`config.mk`:
```
export PLATFORM = sky130hd
export DESIGN_NAME = debounce_sync
export DESIGN_NICKNAME = d
export VERILOG_FILES = /design/src/rtl/debounce_sync.sv
export SDC_FILE = /design/constraint.sdc
export NUM_CORES = 1
export LEC_CHECK = 0
export ABC_AREA = 0
export BUFFER_PORTS_ARGS = -buffer_cell sky130_fd_sc_hd__buf_2
export CORE_ASPECT_RATIO = 2
export CORE_MARGIN = 10
export CORE_UTILIZATION = 57
export CTS_CLUSTER_SIZE = 14
export DETAILED_ROUTE_END_ITERATION = 10
export GPL_ROUTABILITY_DRIVEN = 0
export HOLD_SLACK_MARGIN = 0.1
export PLACE_DENSITY = 0.79
export SETUP_SLACK_MARGIN = 0.1
export SYNTH_ARGS = -nofsm -noshare
export SYNTH_HDL_FRONTEND = slang
export SYNTH_SLANG_ARGS = --single-unit
```
`constraint.sdc`:
```
create_clock -name clk -period 4.4 [get_ports clk]
set_clock_uncertainty 0.15 [all_clocks]
set_input_delay 0.22 -clock clk [delete_from_list [all_inputs] [get_ports clk]]
set_output_delay 0.22 -clock clk [all_outputs]
set_load 0.02 [all_outputs]
```
`src/rtl/debounce_sync.sv`:
```
// Multi-bit switch debouncer: synchronizer chain, then a two-state FSM that commits a
// candidate word only after it has been stable for DEBOUNCE_CYCLES consecutive cycles.
module debounce_sync #(
  parameter int WIDTH           = 8,
  parameter int DEBOUNCE_CYCLES = 16,
  parameter int SYNC_STAGES     = 2
) (
  input  logic             clk,
  input  logic             rst,
  input  logic [WIDTH-1:0] din,
  output logic [WIDTH-1:0] dout,
  output logic [WIDTH-1:0] rise,
  output logic [WIDTH-1:0] fall,
  output logic             changed,
  output logic             stable
);

  localparam int                CNT_W   = $clog2(DEBOUNCE_CYCLES);
  localparam logic [CNT_W-1:0] CNT_MAX = CNT_W'(DEBOUNCE_CYCLES - 1);

  typedef enum logic {IDLE, COUNT} state_e;

  logic [SYNC_STAGES-1:0][WIDTH-1:0] sync_chain_q;
  logic [WIDTH-1:0]                  sync_q;

  state_e           state_q,   state_d;
  logic [WIDTH-1:0] cand_q,    cand_d;
  logic [CNT_W-1:0] cnt_q,     cnt_d;
  logic [WIDTH-1:0] dout_q,    dout_d;
  logic [WIDTH-1:0] rise_q,    rise_d;
  logic [WIDTH-1:0] fall_q,    fall_d;
  logic             changed_q, changed_d;

  // din feeds the first flop directly; no logic ahead of the synchronizer
  always_ff @(posedge clk) begin
    if (rst) begin
      sync_chain_q <= '0;
    end else begin
      sync_chain_q[0] <= din;
      for (int i = 1; i < SYNC_STAGES; i++)
        sync_chain_q[i] <= sync_chain_q[i-1];
    end
  end

  assign sync_q = sync_chain_q[SYNC_STAGES-1];

  always_comb begin
    state_d   = state_q;
    cand_d    = cand_q;
    cnt_d     = cnt_q;
    dout_d    = dout_q;
    rise_d    = '0;
    fall_d    = '0;
    changed_d = 1'b0;
    case (state_q)
      IDLE: begin
        if (sync_q != dout_q) begin
          cand_d  = sync_q;
          cnt_d   = '0;
          state_d = COUNT;
        end
      end
      COUNT: begin
        if (sync_q == dout_q) begin
          cnt_d   = '0;
          state_d = IDLE;
        end else if (sync_q != cand_q) begin
          // any further bit movement restarts the whole word
          cand_d = sync_q;
          cnt_d  = '0;
        end else if (cnt_q != CNT_MAX) begin
          cnt_d = cnt_q + CNT_W'(1);
        end else begin
          dout_d    = cand_q;
          rise_d    = cand_q & ~dout_q;
          fall_d    = ~cand_q & dout_q;
          changed_d = 1'b1;
          state_d   = IDLE;
        end
      end
      default: state_d = IDLE;
    endcase
  end

  always_ff @(posedge clk) begin
    if (rst) begin
      state_q   <= IDLE;
      cand_q    <= '0;
      cnt_q     <= '0;
      dout_q    <= '0;
      rise_q    <= '0;
      fall_q    <= '0;
      changed_q <= 1'b0;
    end else begin
      state_q   <= state_d;
      cand_q    <= cand_d;
      cnt_q     <= cnt_d;
      dout_q    <= dout_d;
      rise_q    <= rise_d;
      fall_q    <= fall_d;
      changed_q <= changed_d;
    end
  end

  assign dout    = dout_q;
  assign rise    = rise_q;
  assign fall    = fall_q;
  assign changed = changed_q;
  assign stable  = (state_q == IDLE);

endmodule

```
# Yosys cells after proc, flatten, opt, wreduce, memory -nomap -nowiden
# Index checks and enable logic that the tools add are counted.
dict set report word_totals {
  reg_bits 54
  inputBits 10
  output_inout_bits 26
  word_cells 46
}
dict set report op_classes {
  addsub 1
  eq_ne 8
  mux 15
  bitwise 8
  reduce_logical 5
}
# operator count
set ops {}
lappend ops {{8-bit two-way mux} 3}
lappend ops {{8-bit bitwise AND} 2}
lappend ops {{4-bit two-way mux} 4}
lappend ops {{8-bit != test} 2}
lappend ops {{8-bit NOT} 2}
lappend ops {{8-bit case mux with 2 select lines} 1}
lappend ops {{8-bit == test} 1}
lappend ops {{4-bit case mux with 2 select lines} 1}
lappend ops {{1-bit two-way mux} 5}
lappend ops {{5-bit OR reduction} 1}
lappend ops {{4-bit by 1-bit adder with 4-bit output (second input constant)} 1}
lappend ops {{2-bit by 1-bit != test with 1-bit output (second input constant)} 2}
lappend ops {{4-bit by 1-bit != test with 1-bit output (second input constant)} 1}
lappend ops {{4-bit != test (second input constant)} 1}
lappend ops {{1-bit NOT} 4}
lappend ops {{4-bit AND reduction} 1}
lappend ops {{4-bit OR reduction} 1}
lappend ops {{3-bit AND reduction} 1}
lappend ops {{2-bit != test (second input constant)} 1}
lappend ops {{1-bit case mux with 2 select lines} 1}
lappend ops {{2-bit AND reduction} 1}

# Logic depth before layout (Yosys ltp)
dict set report depth {
  ltp_word 5
  ltp_mapped 7
  mapped_depth_nobuf 6
}

# Worst setup path before layout
# Ideal clock, no wire load.
dict set report synth_path {
  kind {reg-to-reg}
  start {register dout_q[1], in the netlist dout[1]}
  end {register cnt_q[3]}
  setup_time_ns 0.122
  arrival_ns 1.759
  required_ns 4.128
  path_slack_ns 2.369
  stages_incl_launch_ff 7
  n_path_buf 0
  synth_period_minus_slack_ns 2.031
  cell_sequence {dfxtp_1 -> xor2_1 -> nor4_1 -> nand2_1 -> mux2i_1 -> nor2_1 -> a221o_1}
}
dict set report synth_via {
  elab_chain_cells 3
  elab_cells_between_ends 7
  classes_between {eq/ne (4); mux (2); reduce/logical (1)}
}
# item line_no
set synth_lines {}
lappend synth_lines {{start: declaration} 29} ;# logic [WIDTH-1:0] dout_q, dout_d;
lappend synth_lines {{start signal: assignment} 98} ;# dout_q <= dout_d;
lappend synth_lines {{8-bit == test / 8-bit != test (equally long branches)} {64, 57}}
lappend synth_lines {{4-bit by 1-bit != test with 1-bit output (no source line) (tied with other cells)} --}
lappend synth_lines {{2-bit AND reduction (no source line) / 4-bit case mux with 2 select lines (equally long branches)} --}
lappend synth_lines {{end signal: assignment} 97} ;# cnt_q <= cnt_d;
lappend synth_lines {{end: declaration} 28} ;# logic [CNT_W-1:0] cnt_q, cnt_d;
# Parallel ways exist; a longest one is shown, timed or not.
# A chain may end at the register's enable or synchronous reset.

# Final worst setup path
dict set report layout_path {
  start {register dout_q[0], in the netlist dout[0]}
  end {register cnt_q[3]}
}
# Same word-level chain as after synthesis.

==> metrics.yaml <==
p_per_area_nw_per_um2: 364
drt_iter0_markers: 26
crit_required_ns: 4.44
dp_slack_ns: 1.96
min_to: "cand_q[0]"
fin_util_pct: 70.8
area_growth_pct: 17.9
avgSynthCellArea_sq_um: 10.4
vias: 1405
min_path_cells: 2
yosys_register_bits: 54
cts_made_buffers: 5
clock_latency_ns: 0.30
hpwl_mm: 2.93
drv_cap: 0
met1_usage_pct: 12.6
slowest_stage: "mux2i_1"
cts_tree: "yes"
drive_gt1_share_pct: 19.4
ant_nets: 0
cp-end-kind: "flop"
setup_viol: 0
top_usage_layer: "met2"
clk_pin_slew_ns: 0.08
cts_resized: 0
post-route-min-period_ns: 2.47
clockBufferDepth: 2
tightest_slew_ns: 0.714
ys_seq_area_share_pct: 56.4
cp.arrival_ns: 2.51
hp-start: "rst"
rr_startpoint: "dout[0]"
netlist_top_cells_area: "dfxtp_1, nor3b_1, nor2b_1"
slowest_delay_ns: 0.43
max-slew-margin-rel_pct: 52.0
tns_ns: 0
critical_path.reg2reg.endpoint: "cnt_q[3]"
fmax_mhz: 405
critical_path_buf_inv_count: 0
fin_area_sq_um: 2260
via_per_inst: 5.45
die-area_sq_um: 6230
synth_nets: 195
antenna_found_initial: 0
grt_pass1_vias: 1420
hold_path_class: "input pin to flop"
worst_slack_ns: 1.93
r2r_setup_slack_ns: 1.93
fp.coreArea_sq_um: 3190
overflow: 0
htree_levels: 2
die_w_um: 61.0
ys_types: 29
worstSetupPathType: "flop to flop"
grt_max_degree: 39
crit_start: "dout[0]"
track_usage_pct: 13.8
status: "finished clean"
min_period_over_period_pct: 56.1
pin_count: 36
yosysWarnings: 0
use_met3_pct: 4.10
yosys.area.top_type: "dfxtp_1"
yosysTopAreaCellShare_pct: 56.4
critical_path.cell_chain: "xor2_1, nor4_1, nand2_1, mux2i_1, nor2_1, a221o_1"
post_drt_wl_per_cell_um: 15.3
hold_viol: 0
first_pass_iters: 4
routed_wirelength_mm: 3.94
synthesis.area_sq_um: 1920
rsz0062_at_grt: "false"
met2_usage_pct: 24.0
reg2reg_depth: 6
placed_area_sq_um: 2100
portBuffers: 35
synthCells: 184
startpoint_type: "flop"
critPathMaxFanout: 17
antennaDiodeCount: 0
fin_nets: 238
slew_viol_final: 0
ir_drop_uv: 340
die_h_um: 102
drc_errors: 0
cp_top_family: "simple AND/OR/NAND/NOR gates"
rows: 29
grt_pass1_wl_mm: 6.52
clockRootBuffer: "clkbuf_8"
start_util_pct: 60.1
clock-sinks: 54
leakagePower_nw: 0.996
[synth_stat cells, drive strengths merged]
library cell,count
and4,1
nor3,1
nor2,13
and2,1
ha,1
mux2i,9
or3b,1
clkbuf,5
inv,2
nor3b,19
nand4,1
dfxtp,54
xor2,8
xnor2,8
nand3,11
or3,1
nor4,4
a31o,1
a21o,1
nand2,12
nand3b,1
a211o,1
a221o,1
nand2b,1
a21oi,8
buf,2
nor2b,16
[metrics by stage]
| step | hold slack [ns] | cells | total power (W) |
|---|---|---|---|
| after detailed placement | 0.277 | 243 | 0.000576 |
| final | 0.267 | 258 | 0.000824 |
| after global placement | 0.269 | 243 | 0.000575 |
| after CTS | 0.258 | 258 | 0.000831 |
| after global routing | 0.309 | 258 | 0.000857 |
| after floorplan | 0.198 | 184 | 0.000563 |
[power by group]
part	switching (W)	internal [W]	leakage (nW)
registers	0.00000903	0.000499	0.439
logic	0.0000330	0.0000293	0.519
clock network	0.000144	0.000109	0.0373
[registers in the layout, summed over array words and instances (netlist names)]
signal and count:
fall 8, dout 8, rise 8, changed 1
sync_chain_q 8, cand_q 8, sync_q 8, state_q 1
cnt_q 4
[worst reg2reg max path: cells and delay by family (launching register included)]
kind	cells	cell delay (ns)
flops	1	0.36
simple gates	3	0.84
mux	1	0.43
compound gates	1	0.39
xor+xnor	1	0.18
[per-layer routing]
layer,part of all wire (%),vias up
li1,-,701
met1,34,652
met2,56,38
met3,5.5,14
met4,5.0,0
met5,0,-
[cells in the final DEF (no fill, tap or decap), types with 9 or more instances in the layout]
| master | n |
|---|---|
| dfxtp_1 | 54 |
| nor3b_1 | 19 |
| mux2i_1 | 9 |
| buf_2 | 35 |
| nand2_1 | 12 |
| nor2_1 | 13 |
| nor2b_1 | 16 |
| nand3_1 | 11 |
[logic make-up (layout without fill, tap and decap cells)]
| kind of cell | count (synthesis) | after routing | share of synthesized area, % |
|---|---|---|---|
| xor gates and xnor gates | 16 | 16 | 7.31 |
| buffers and inverters | 9 | 52 | 1.96 |
| DFF | 54 | 54 | 56.4 |
| AOI/OAI and AO/OA | 12 | 12 | 3.91 |
| muxes | 9 | 9 | 4.70 |
| adders and majority gates | 1 | 1 | 0.652 |
| and+or+nand+nor | 83 | 83 | 25.1 |
[final cells by class]
| cell class | instances | area (sq um) |
|---|---|---|
| Inverter | 2 | 7.51 |
| Clock buffer | 6 | 72.6 |
| Multi-Input combinational cell | 121 | 800 |
| Sequential cell | 54 | 1080 |
| Timing Repair Buffer | 43 | 255 |
| Clock inverter | 1 | 7.51 |
| Tap cell | 31 | 38.8 |
| Fill cell | 264 | 931 |
[what timing repair did]
item,CTS,global route
endpoints found under the hold margin,8,0
setup buffers,0,0
hold buffers,8,0
[how the worst max path moves through the flow]
stage,to,depth (start not counted)
2_1_floorplan,cnt_q[3],6
3_3_place_gp,rise[4],5
3_5_place_dp,cnt_q[3],6
4_1_cts,cnt_q[3],6
5_1_grt,fall[6],5
6_report,cnt_q[3],6
Note: power is estimated with default switching activity, not from simulation.
